File: config.mk
export PLATFORM = sky130hd
export DESIGN_NAME = de_stage_ctrl
export DESIGN_NICKNAME = d
export VERILOG_FILES = /design/src/rtl/de_stage_ctrl.sv
export SDC_FILE = /design/constraint.sdc
export NUM_CORES = 1
export LEC_CHECK = 0
export BUFFER_PORTS_ARGS = -buffer_cell sky130_fd_sc_hd__buf_2
export CAP_MARGIN = 20
export CORE_ASPECT_RATIO = 1.25
export CORE_MARGIN = 2
export CORE_UTILIZATION = 32
export DETAILED_ROUTE_END_ITERATION = 8
export GPL_TIMING_DRIVEN = 1
export PLACE_DENSITY = 0.76
export SYNTH_ARGS = -nofsm -noshare
export SYNTH_HDL_FRONTEND = slang
export SYNTH_SLANG_ARGS = --single-unit
File: constraint.sdc
create_clock -name clk -period 1.45 [get_ports clk]
set_clock_uncertainty 0.15 [all_clocks]
set_input_delay 0.2175 -clock clk [delete_from_list [all_inputs] [get_ports clk]]
set_output_delay 0.2175 -clock clk [all_outputs]
set_load 0.005 [all_outputs]
File: src/rtl/de_stage_ctrl.sv
// ============================================================================
// de_stage_ctrl
// ----------------------------------------------------------------------------
// Hazard and sequencing controller for the decode->execute pipeline register
// and the F/D stages around it. Produces stall, flush and forwarding selects so
// the D/E register only advances when the instruction in E can leave. A
// multicycle op (multiply) is held in E for exactly MUL_LAT cycles. The D/E
// register itself has no reset, so FlushE is driven high throughout reset to
// clear it.
//
// Optional feature: define DE_STALL_COUNT_EN to build the saturating stall
// performance counter on StallCycles. Without it, StallCycles is tied to 0.
//
// Parameters:
//   MUL_LAT  total cycles a multicycle op occupies E (1..16)
//   REG_W    register-specifier width
//
// Ports:
//   clk, reset                   clock (rising edge), async active-high reset
//   RsD, RtD                     sources of the instruction in D
//   RsE, RtE                     sources of the instruction in E
//   WriteRegE/M/W, RegWriteE/M/W destination specifiers / write enables
//   MemToRegE                    instruction in E is a load
//   MulStartE                    instruction in E is a multicycle op
//   PCSrcD                       taken branch/jump resolved in D
//   StallF, StallD, StallE       hold PC, F/D register, D/E register
//   FlushD, FlushE               clear F/D, D/E register contents
//   ForwardAE, ForwardBE         ALU operand select: 00 RF, 01 W, 10 M
//   MulBusy                      multicycle sequencer not idle
//   StallCycles                  stall performance counter
// ============================================================================
module de_stage_ctrl #(
    parameter int MUL_LAT = 4,
    parameter int REG_W   = 5
) (
    input  logic             clk,
    input  logic             reset,
    input  logic [REG_W-1:0] RsD,
    input  logic [REG_W-1:0] RtD,
    input  logic [REG_W-1:0] RsE,
    input  logic [REG_W-1:0] RtE,
    input  logic [REG_W-1:0] WriteRegE,
    input  logic [REG_W-1:0] WriteRegM,
    input  logic [REG_W-1:0] WriteRegW,
    input  logic             RegWriteE,
    input  logic             RegWriteM,
    input  logic             RegWriteW,
    input  logic             MemToRegE,
    input  logic             MulStartE,
    input  logic             PCSrcD,
    output logic             StallF,
    output logic             StallD,
    output logic             StallE,
    output logic             FlushD,
    output logic             FlushE,
    output logic [1:0]       ForwardAE,
    output logic [1:0]       ForwardBE,
    output logic             MulBusy,
    output logic [31:0]      StallCycles
);

    // Counter must hold MUL_LAT-2; keep at least one bit so MUL_LAT=1 builds.
    localparam int CNT_W = (MUL_LAT > 1) ? $clog2(MUL_LAT) : 1;
    localparam logic [CNT_W-1:0] CNT_INIT = CNT_W'((MUL_LAT > 1) ? (MUL_LAT - 2) : 0);
    localparam logic [CNT_W-1:0] CNT_ZERO = {CNT_W{1'b0}};
    localparam logic [CNT_W-1:0] CNT_ONE  = CNT_W'(1);
    localparam logic [REG_W-1:0] REG_ZERO = {REG_W{1'b0}};

    typedef enum logic [0:0] {
        ST_IDLE = 1'b0,
        ST_BUSY = 1'b1
    } state_t;

    state_t           state_q, state_d;
    logic [CNT_W-1:0] cnt_q, cnt_d;
    logic             mulstall;
    logic             lwstall;

    // Forward select for one operand; M is newer than W and therefore wins.
    function automatic logic [1:0] fwd_sel(
        input logic             rw_m,
        input logic [REG_W-1:0] wr_m,
        input logic             rw_w,
        input logic [REG_W-1:0] wr_w,
        input logic [REG_W-1:0] src
    );
        logic [1:0] sel;
        if (rw_m && (wr_m != REG_ZERO) && (wr_m == src)) begin
            sel = 2'b10;
        end else if (rw_w && (wr_w != REG_ZERO) && (wr_w == src)) begin
            sel = 2'b01;
        end else begin
            sel = 2'b00;
        end
        return sel;
    endfunction

    // Operand forwarding muxes (combinational, unaffected by reset).
    always_comb begin
        ForwardAE = fwd_sel(RegWriteM, WriteRegM, RegWriteW, WriteRegW, RsE);
        ForwardBE = fwd_sel(RegWriteM, WriteRegM, RegWriteW, WriteRegW, RtE);
    end

    // Load-use hazard: a load in E feeds a source of the instruction in D.
    always_comb begin
        lwstall = MemToRegE && RegWriteE && (WriteRegE != REG_ZERO) &&
                  ((WriteRegE == RsD) || (WriteRegE == RtD));
    end

    // Multicycle sequencer state and remaining-stall counter.
    always_ff @(posedge clk or posedge reset) begin
        if (reset) begin
            state_q <= ST_IDLE;
            cnt_q   <= CNT_ZERO;
        end else begin
            state_q <= state_d;
            cnt_q   <= cnt_d;
        end
    end

    // Sequencer next state. The start cycle already stalls, so BUSY only
    // needs MUL_LAT-2 further stall cycles before its non-stalling release.
    always_comb begin
        state_d  = state_q;
        cnt_d    = cnt_q;
        mulstall = 1'b0;
        case (state_q)
            ST_IDLE: begin
                if (MulStartE && (MUL_LAT > 1)) begin
                    mulstall = 1'b1;
                    state_d  = ST_BUSY;
                    cnt_d    = CNT_INIT;
                end else begin
                    state_d  = ST_IDLE;
                end
            end
            ST_BUSY: begin
                if (cnt_q != CNT_ZERO) begin
                    mulstall = 1'b1;
                    cnt_d    = cnt_q - CNT_ONE;
                end else begin
                    state_d  = ST_IDLE;
                end
            end
            default: begin
                state_d = ST_IDLE;
                cnt_d   = CNT_ZERO;
            end
        endcase
    end

    // Stall/flush priority. A mul stall freezes everything, which also
    // defers a pending load-use or branch because their sources are held.
    always_comb begin
        StallF  = 1'b0;
        StallD  = 1'b0;
        StallE  = 1'b0;
        FlushD  = 1'b0;
        FlushE  = 1'b0;
        MulBusy = 1'b0;
        if (reset) begin
            FlushD = 1'b1;
            FlushE = 1'b1;
        end else if (mulstall) begin
            StallF  = 1'b1;
            StallD  = 1'b1;
            StallE  = 1'b1;
            MulBusy = (state_q == ST_BUSY);
        end else if (lwstall) begin
            StallF  = 1'b1;
            StallD  = 1'b1;
            FlushE  = 1'b1;
            MulBusy = (state_q == ST_BUSY);
        end else begin
            FlushD  = PCSrcD;
            MulBusy = (state_q == ST_BUSY);
        end
    end

`ifdef DE_STALL_COUNT_EN
    logic [31:0] stall_cnt_q;

    // Saturating count of cycles in which fetch was held.
    always_ff @(posedge clk or posedge reset) begin
        if (reset) begin
            stall_cnt_q <= 32'd0;
        end else if (StallF && (stall_cnt_q != 32'hFFFF_FFFF)) begin
            stall_cnt_q <= stall_cnt_q + 32'd1;
        end else begin
            stall_cnt_q <= stall_cnt_q;
        end
    end

    assign StallCycles = stall_cnt_q;
`else
    assign StallCycles = 32'd0;
`endif

endmodule

### After elaboration in Yosys (flattened, before gate mapping)

Cells that the tools add are included.

| word-level totals | value |
|---|---|
| output and inout port bits | 42 |
| word-level logic and storage cells | 48 |
| bits of input ports | 43 |
| memories kept | 0 |
| RAM bits | 0 |
| latch bits | 0 |
| ROM bits | 0 |
| flip-flop bits (word level) | 3 |

| operators by class | value |
|---|---|
| $mul | 0 |
| eq/ne operators | 8 |
| divide/modulo/power cells | 0 |
| mux-type cells | 21 |
| add/subtract/negate cells | 1 |
| shifts and indexed selects | 0 |
| $lt $le $gt $ge | 0 |
| reduce and logical (&&, ||, !) cells | 15 |
| bitwise gates (word level) | 1 |

Operators with widths:

| kind | count |
|---|---|
| 5-bit == test | 6 |
| 1-bit two-way mux | 15 |
| 5-bit nonzero test | 3 |
| 1-bit logical AND | 9 |
| 2-bit two-way mux | 4 |
| 2-bit case mux with 2 select lines | 1 |
| 2-bit by 1-bit != test with 1-bit output, second input constant | 1 |
| 2-bit != test, second input constant | 1 |
| 1-bit case mux with 2 select lines | 1 |
| 2-bit AND reduction | 1 |
| 2-bit nonzero test | 1 |
| 2-bit by 1-bit subtractor with 2-bit output, second input constant | 1 |
| 1-bit logical OR | 1 |
| 1-bit NOT | 1 |

### Longest topological paths before layout

Gate-level depths: netlist (run 1).

| depth | value |
|---|---|
| depth in word-level cells | 6 |
| mapped depth | 6 |
| mapped depth without buffers | 6 |

### Least setup slack after synthesis (run 1)

No wires, ideal clock.

| path | value |
|---|---|
| path kind | reg2out |
| start point | reg cnt_q[1] |
| end point | out FlushD |
| buffers on the path | 0 |
| stages on the path, launching flop included | 7 |
| data required time | 1.082 ns |
| arrival | 1.261 ns |
| slack | -0.178 ns |
| path through | dfrtp_1 > inv_1 > ha_1 > inv_1 > mux2i_1 > and3b_1 > a311o_1 |

| on the way | value |
|---|---|
| longest elaborated chain between the ends | 5 |

RTL lines:

| item | RTL line | source |
|---|---|---|
| start, declared | 75 | `logic [CNT_W-1:0] cnt_q, cnt_d;` |
| start signal, assigned | 117 | `cnt_q <= cnt_d;` |
| 2-bit nonzero test | 138 | `if (cnt_q != CNT_ZERO) begin` |
| 1-bit two-way mux | 138 |  |
| 1-bit case mux with 2 select lines | 127 | `case (state_q)` |
| 1-bit two-way mux | 164 | `end else if (mulstall) begin` |
| 1-bit two-way mux | 161 | `if (reset) begin` |
| end, declared | 54 | `output logic FlushD,` |

No other way between the ends.

### Worst setup path in the final report (run 1)

Same ends and word-level chain as after synthesis.

==> results of run 1 <==
[sequential cells by signal, summed over array words and instances (netlist names)]
signal	cells
cnt_q	2
state_q	1
[synthesized netlist by cell type (all sizes together)]
cell type and n:
xor2 24, a22oi 1, ha 1, or4 4
conb 1, inv 5, o21ai 4, a21oi 2
nor3 3, mux2i 1, and3b 1, nand2 2
a311o 1, or3 1, nor2b 1, o311a 1
dfrtp 3, buf 33, nor4 4, xnor2 6
nand3 3, o22ai 1, nor2 4
[metrics by stage]
| step | hold WS [ns] | utilization (%) |
|---|---|---|
| final | 0.170 | 56.1 |
| after global routing | 0.205 | 56.1 |
| after CTS | 0.173 | 54.8 |
| after detailed placement | 0.0110 | 49.4 |
| after global placement | 0.00419 | 49.4 |
| after floorplan | -0.165 | - |
[worst max-delay path, cell delays in order, from the launching register on]
cell and delay [ns]:
sky130_fd_sc_hd__dfrtp_1 0.34, sky130_fd_sc_hd__inv_1 0.05, sky130_fd_sc_hd__ha_2 0.18, sky130_fd_sc_hd__inv_2 0.07
sky130_fd_sc_hd__mux2i_4 0.08, sky130_fd_sc_hd__buf_4 0.14, sky130_fd_sc_hd__a311o_1 0.30, sky130_fd_sc_hd__buf_2 0.13
[layer usage]
metal  vias up  global-route usage (%)  wire, um
met5         -                       0         0
li1        459                       -         -
met3         2                    2.67       189
met2        42                    27.6      1240
met4         0                    6.35        11
met1       415                    14.6       757
[final cells by class]
type | instances | area, um^2 | area share, %
Timing Repair Buffer | 81 | 522 | 37.9
Inverter | 5 | 18.8 | 1.36
Tap cell | 33 | 41.3 | 3.00
Clock buffer | 4 | 26.3 | 1.91
Sequential cell | 3 | 75.1 | 5.46
Multi-Input combinational cell | 97 | 692 | 50.3
[power by group through the flow]
stage                     Clock [mW]  Sequential (mW)  Combinational [mW]
after global routing           0.158            0.158               0.892
after detailed placement           0            0.157               0.665
after CTS                      0.154            0.156               0.755
final                          0.146            0.156               0.804
after floorplan                    0            0.159               0.397
after global placement             0            0.156               0.646
[logic make-up (layout without fill, tap and decap cells)]
| logic type | after synthesis | after routing | synth area share (%) |
|---|---|---|---|
| other cells | 1 | 32 | 0.447 |
| buf+inv | 38 | 90 | 31.7 |
| mux | 1 | 1 | 1.19 |
| fa+ha+maj | 1 | 1 | 1.49 |
| simple gates | 23 | 23 | 16.8 |
| flops | 3 | 3 | 8.94 |
| compound gates | 10 | 10 | 8.05 |
| xor+xnor | 30 | 30 | 31.3 |
[repair_timing]
action | CTS | global route
gates resized for setup | 15 | 5
setup buffers | 3 | 1
pin swaps | 6 | 2
endpoints found under the setup margin | 9 | 10
endpoints found under the hold margin | 3 | 0
hold buffers | 1 | 0
[worst max path at each step]
stage / from / to / slack, ns / depth (start not counted)
floorplan: WriteRegE[1] / FlushD / -0.12 / 4
global placement: WriteRegW[1] / ForwardAE[0] / -0.37 / 5
detailed placement: WriteRegW[1] / ForwardAE[0] / -0.37 / 5
CTS: cnt_q[1] / FlushD / -0.45 / 7
global route: cnt_q[1] / FlushD / -0.51 / 7
finish: cnt_q[1] / FlushD / -0.43 / 7
==> impl_results.md, run 1 <==
* Run status: finished with violations
* Failing checks: setup timing
* Core box area at 2450 um^2
* Total Power Consumption at about 1.1 mW
* DRC violation count after routing at 0
* Highest ir drop seen on vdd at 0.000438 V
* Number of inserted filler cells in the final layout at about 260
* Combinational fraction of design power at between 70 and 80%
* Chip Height at 61.3 um
* Endpoint of the worst hold-timing path: cnt_q[1]
* Antenna diode count at 0
* Portion of total power attributed to the clock network at 13.2%
* Wire length of the first global-routing pass at 3.31 mm
* Max-Cap Viols at 0
* Total net switching power at 410 uW
* Post-DP HPWL at between 1.5 and 2 mm
* Startpoint of the tightest hold check path: MulStartE
* Clock latency at the later pin of the worst-skew pair at 0.23 ns
* Die span in x at 49.8 um
* P_int at roughly 700 uW
* Cells on worst reg2reg path at 8
* Power Density at 804 nW/um^2
* WHS Path Cells at 3
* Commonest non-fill, non-tap cell in the layout: sky130_fd_sc_hd__buf_2
* Fraction of layout cells with a size suffix above 1 at 51.1%
* Total die area at between 3000 and 4000 um^2
* Routability congestion estimate from global placement at 0.788
* Number of cells after detailed placement at 214
* Min setup slack post-route at -0.433 ns
* Final-report hold violation count at 0
* Avg WL per Cell at 9.87 um
* RSZ-0062 raised after global routing: yes
* Nets@finish at 235
* Number of search-and-repair iterations in the first detailed-routing pass at 4
* Highest-count cells in the layout ignoring fill and taps: sky130_fd_sc_hd__buf_2 (46), sky130_fd_sc_hd__conb_1 (32), sky130_fd_sc_hd__buf_4 (27)
* CP endpoint kind: output pin
* Number of synthesized register bits at 3
* Leak at 0.730 nW
* Cell taking the most area after synthesis: sky130_fd_sc_hd__buf_4
* Worst setup path category: reg -> out
* Pre-CTS setup slack at -0.370 ns
* Sum of negative setup slack at -2.91 ns
* Synthesis-to-finish area growth at 63.8%
* Area of all placed cells without fillers at 1380 um^2
* Post-detailed-route via-to-cell ratio at 4.12
* Total congestion overflow at 0
* Capture point of the worst reg-to-reg path: cnt_q[0]
* Register-to-Register Setup Slack at 0 ns
* Initial antenna violation count at 0
* Path type of the worst min-delay path: in -> reg
* Vias in the first global route at 841
* Setup crit start kind: flop
* Required time at the worst-slack endpoint at between 1 and 1.5 ns
* Maximum fanout along the worst path at 4
* Number of antenna-violating nets in the routed design at 0
* Initial Utilization at 34.2%
* Netlist area before placement at between 800 and 900 um^2
* Total count of max-transition violations in the final report at 0
* Placement Rows at 20
* Total of buffers placed on input and output ports at 52
* Num Clock Sinks at 3
* Yosys warns at 0
* Combined global-route utilization of all metal layers at 14.1%
* Non-Filler Instances at 223
* Dominant cells by area after synthesis: sky130_fd_sc_hd__buf_4 (30%), sky130_fd_sc_hd__xor2_1 (25%), sky130_fd_sc_hd__dfrtp_1 (8.9%), sky130_fd_sc_hd__xnor2_1 (6.3%), sky130_fd_sc_hd__or4_1 (3.6%)
* Reg power frac at 14.1%
* Critical path arrival at 1.52 ns
* TritonCTS clock tree: done
* Switching part of the total power at between 30% and 40%
* I/O pin total at 85
* Sequential cell area fraction in the yosys report at 8.94%
* Portion of the clock cycle consumed by the worst path in the final layout at 130%
* Number of cells produced by synthesis at 107
* Clock Tree Root: sky130_fd_sc_hd__clkbuf_4
* Crit Reg-Reg Startpoint: cnt_q[1]
* Via count of the routed design at 918
* H-Tree Level Count at 1
* Final setup vio count at 10
* Post-Synthesis Mean Instance Area at 7.85 um^2
* Shortest clock period the worst path allows after layout at 1.88 ns
* Clock Tree Buf Depth at 2
* Pin count of the biggest net entering global routing at 6
* Area share of the leading cell type in the synthesized netlist at 29.5%
* Drt total wl at 2.20 mm
* Starting DRC count in detailed routing at 8
* CTS buffer count at 3
* Cell Area, Placed at 1210 um^2
* Upper clock frequency limit at 531 MHz
* Clock-pin transition on the worst setup and hold timing paths at 0.03 ns
* Number of distinct library cells after synthesis at 26
Note: power is estimated with default switching activity, not from simulation.
==> run 2, diff against run 1 <==
--- a/config.mk
+++ b/config.mk
@@ -6,12 +6,12 @@
 export NUM_CORES = 1
 export LEC_CHECK = 0
 export BUFFER_PORTS_ARGS = -buffer_cell sky130_fd_sc_hd__buf_2
-export CAP_MARGIN = 20
 export CORE_ASPECT_RATIO = 1.25
 export CORE_MARGIN = 2
 export CORE_UTILIZATION = 32
 export DETAILED_ROUTE_END_ITERATION = 8
 export GPL_TIMING_DRIVEN = 1
+export MAX_ROUTING_LAYER = met4
 export PLACE_DENSITY = 0.76
 export SYNTH_ARGS = -nofsm -noshare
 export SYNTH_HDL_FRONTEND = slang
==> impl_results.md, run 2 (same netlist as run 1, synthesis figures left out) <==
* Clock-pin transition on the worst setup and hold timing paths at 0.03 ns (about the same)
* H-Tree Level Count at 1 (unchanged)
* Upper clock frequency limit at 531 MHz (unchanged)
* Clock latency at the later pin of the worst-skew pair at 0.23 ns (about the same)
* Failing checks: setup timing
* Wire length of the first global-routing pass at 3.31 mm (unchanged)
* Highest-count cells in the layout ignoring fill and taps: sky130_fd_sc_hd__buf_2 (46), sky130_fd_sc_hd__conb_1 (32), sky130_fd_sc_hd__buf_4 (27)
* Multi-input gate area in the final layout at 692 um^2 (unchanged)
* P_int at 696 uW (about the same)
* Number of antenna-violating nets in the routed design at 0 (unchanged)
* Portion of the clock cycle consumed by the worst path in the final layout at 130% (unchanged)
* Final setup vio count at 10 (unchanged)
* Total die area at 3050 um^2 (unchanged)
* Commonest non-fill, non-tap cell in the layout: sky130_fd_sc_hd__buf_2
* Worst setup path category: reg -> out
* Post-DP HPWL at 1.85 mm (unchanged)
* Avg WL per Cell at 9.87 um (unchanged)
* Area of all placed cells without fillers at 1380 um^2 (unchanged)
* RSZ-0062 raised after global routing: yes
* Antenna diode count at 0 (unchanged)
* CTS buffer count at 3 (unchanged)
* Post-detailed-route via-to-cell ratio at 4.12 (unchanged)
* Number of search-and-repair iterations in the first detailed-routing pass at 4 (unchanged)
* Routability congestion estimate from global placement at 0.799 (+1.4%)
* Power Density at 804 nW/um^2 (about the same)
* Chip Height at 61.3 um (unchanged)
* Core box area at 2450 um^2 (unchanged)
* Non-Filler Instances at 223 (unchanged)
* Starting DRC count in detailed routing at 8 (unchanged)
* Min setup slack post-route at -0.433 ns (unchanged)
* Area occupied by registers at 75.1 um^2 (unchanged)
* Leak at 0.730 nW (unchanged)
* Capture point of the worst reg-to-reg path: cnt_q[0]
* WHS at 0.170 ns (unchanged)
* Register name with the most flops: cnt_q
* Crit path launch: cnt_q[1]
* Largest registers: cnt_q (2), state_q (1)
* Nets@finish at 235 (unchanged)
* Crit Reg-Reg Startpoint: cnt_q[1]
* Pin count of the biggest net entering global routing at 6 (unchanged)
* Required time at the worst-slack endpoint at 1.08 ns (about the same)
* Initial Utilization at 34.2% (unchanged)
* End point of the critical path: FlushD
* Vias in the first global route at 841 (unchanged)
* Combined global-route utilization of all metal layers at 14.5% (+0.45 points)
* Max-Cap Viols at 0 (unchanged)
* Cell Area, Placed at 1210 um^2 (unchanged)
* Total congestion overflow at 0 (unchanged)
* I/O pin total at 85 (unchanged)
* Fraction of layout cells with a size suffix above 1 at 51.1% (unchanged)
* Initial antenna violation count at 0 (unchanged)
* Register-to-Register Setup Slack at 0 ns (unchanged)
* Reg power frac at 14.1% (about the same)
* Switching part of the total power at 37.1% (about the same)
* Die span in x at 49.8 um (unchanged)
* Highest ir drop seen on vdd at 0.000438 V (about the same)
* Portion of total power attributed to the clock network at 13.2% (about the same)
* Total of buffers placed on input and output ports at 52 (unchanged)
* Maximum fanout along the worst path at 4 (unchanged)
* Number of cells after detailed placement at 214 (unchanged)
* Number of flip-flops under the largest register name at 2 (unchanged)
* Cells on worst reg2reg path at 8 (unchanged)
* Clock Tree Buf Depth at 2 (unchanged)
* Shortest clock period the worst path allows after layout at 1.88 ns (unchanged)
* Total net switching power at 410 uW (about the same)
* CP endpoint kind: output pin
* Total count of max-transition violations in the final report at 0 (unchanged)
* Final-report hold violation count at 0 (unchanged)
* Via count of the routed design at 918 (unchanged)
* TritonCTS clock tree: done
* Placement Rows at 20 (unchanged)
* Setup crit start kind: flop
* Combinational fraction of design power at 72.7% (about the same)
* Pre-CTS setup slack at -0.370 ns (unchanged)
* Number of inserted filler cells in the final layout at 255 (unchanged)
* Clock Tree Root: sky130_fd_sc_hd__clkbuf_4
* Synthesis-to-finish area growth at 63.8% (unchanged)
* End-of-flow core utilization at 56.1% (unchanged)
* Critical path arrival at 1.52 ns (about the same)
* Num Clock Sinks at 3 (unchanged)
* Path type of the worst min-delay path: in -> reg
* Run status: finished with violations
* Drt total wl at 2.20 mm (unchanged)
* DRC violation count after routing at 0 (unchanged)
-- run 2: layout make-up --
class	instances	share of cell area (%)
multi-input cells	97	50.3
flip-flops and latches	3	5.46
inverters	5	1.36
well taps	33	3.00
repair buffers	81	37.9
clock buffers	4	1.91
-- run 2: repair_timing --
item,in CTS,in global routing
buffers inserted,3,1
hold buffers,1,0
resized for setup,15,5
setup endpoints to repair,9,10
endpoints found under the hold margin,3,0
pin swaps,6,2
-- run 2: worst min path at each step --
stage	from	to	slack [ns]	cells past startpoint
after global placement	reset	cnt_q[0]	0.004	2
final	MulStartE	cnt_q[1]	0.17	3
after detailed placement	reset	cnt_q[0]	0.01	2
after global routing	MulStartE	cnt_q[1]	0.20	3
after floorplan	reset	cnt_q[0]	-0.16	1
after CTS	MulStartE	cnt_q[1]	0.17	3
-- run 2: power by group through the flow --
| stage | clock [mW] | sequential, mW | combinational (mW) |
|---|---|---|---|
| 2_1_floorplan | 0 | 0.159 | 0.397 |
| 3_3_place_gp | 0 | 0.156 | 0.646 |
| 3_5_place_dp | 0 | 0.157 | 0.665 |
| 4_1_cts | 0.154 | 0.156 | 0.755 |
| 5_1_grt | 0.158 | 0.158 | 0.892 |
| 6_report | 0.146 | 0.156 | 0.804 |
-- run 2: per-layer routing --
layer | vias up | part of all wire (%) | global-route usage, %
li1 | 459 | - | -
met1 | 415 | 35 | 14.9
met2 | 42 | 56 | 27.6
met3 | 2 | 8.0 | 2.18
met4 | 0 | 0.50 | 6.35
met5 | - | 0 | -
-- run 2: critical path, cell delays in order, from the launching register on --
cell and delay [ns]:
sky130_fd_sc_hd__dfrtp_1 0.34, sky130_fd_sc_hd__inv_1 0.05, sky130_fd_sc_hd__ha_2 0.18, sky130_fd_sc_hd__inv_2 0.07, sky130_fd_sc_hd__mux2i_4 0.08, sky130_fd_sc_hd__buf_4 0.14
sky130_fd_sc_hd__a311o_1 0.30, sky130_fd_sc_hd__buf_2 0.13
-- run 2: through the flow --
| stage | TNS [ns] | power [mW] |
|---|---|---|
| after floorplan | -0.381 | 0.556 |
| after global placement | -2.52 | 0.801 |
| after CTS | -2.77 | 1.06 |
| after detailed placement | -2.60 | 0.823 |
| after global routing | -3.53 | 1.21 |
| final | -2.91 | 1.11 |
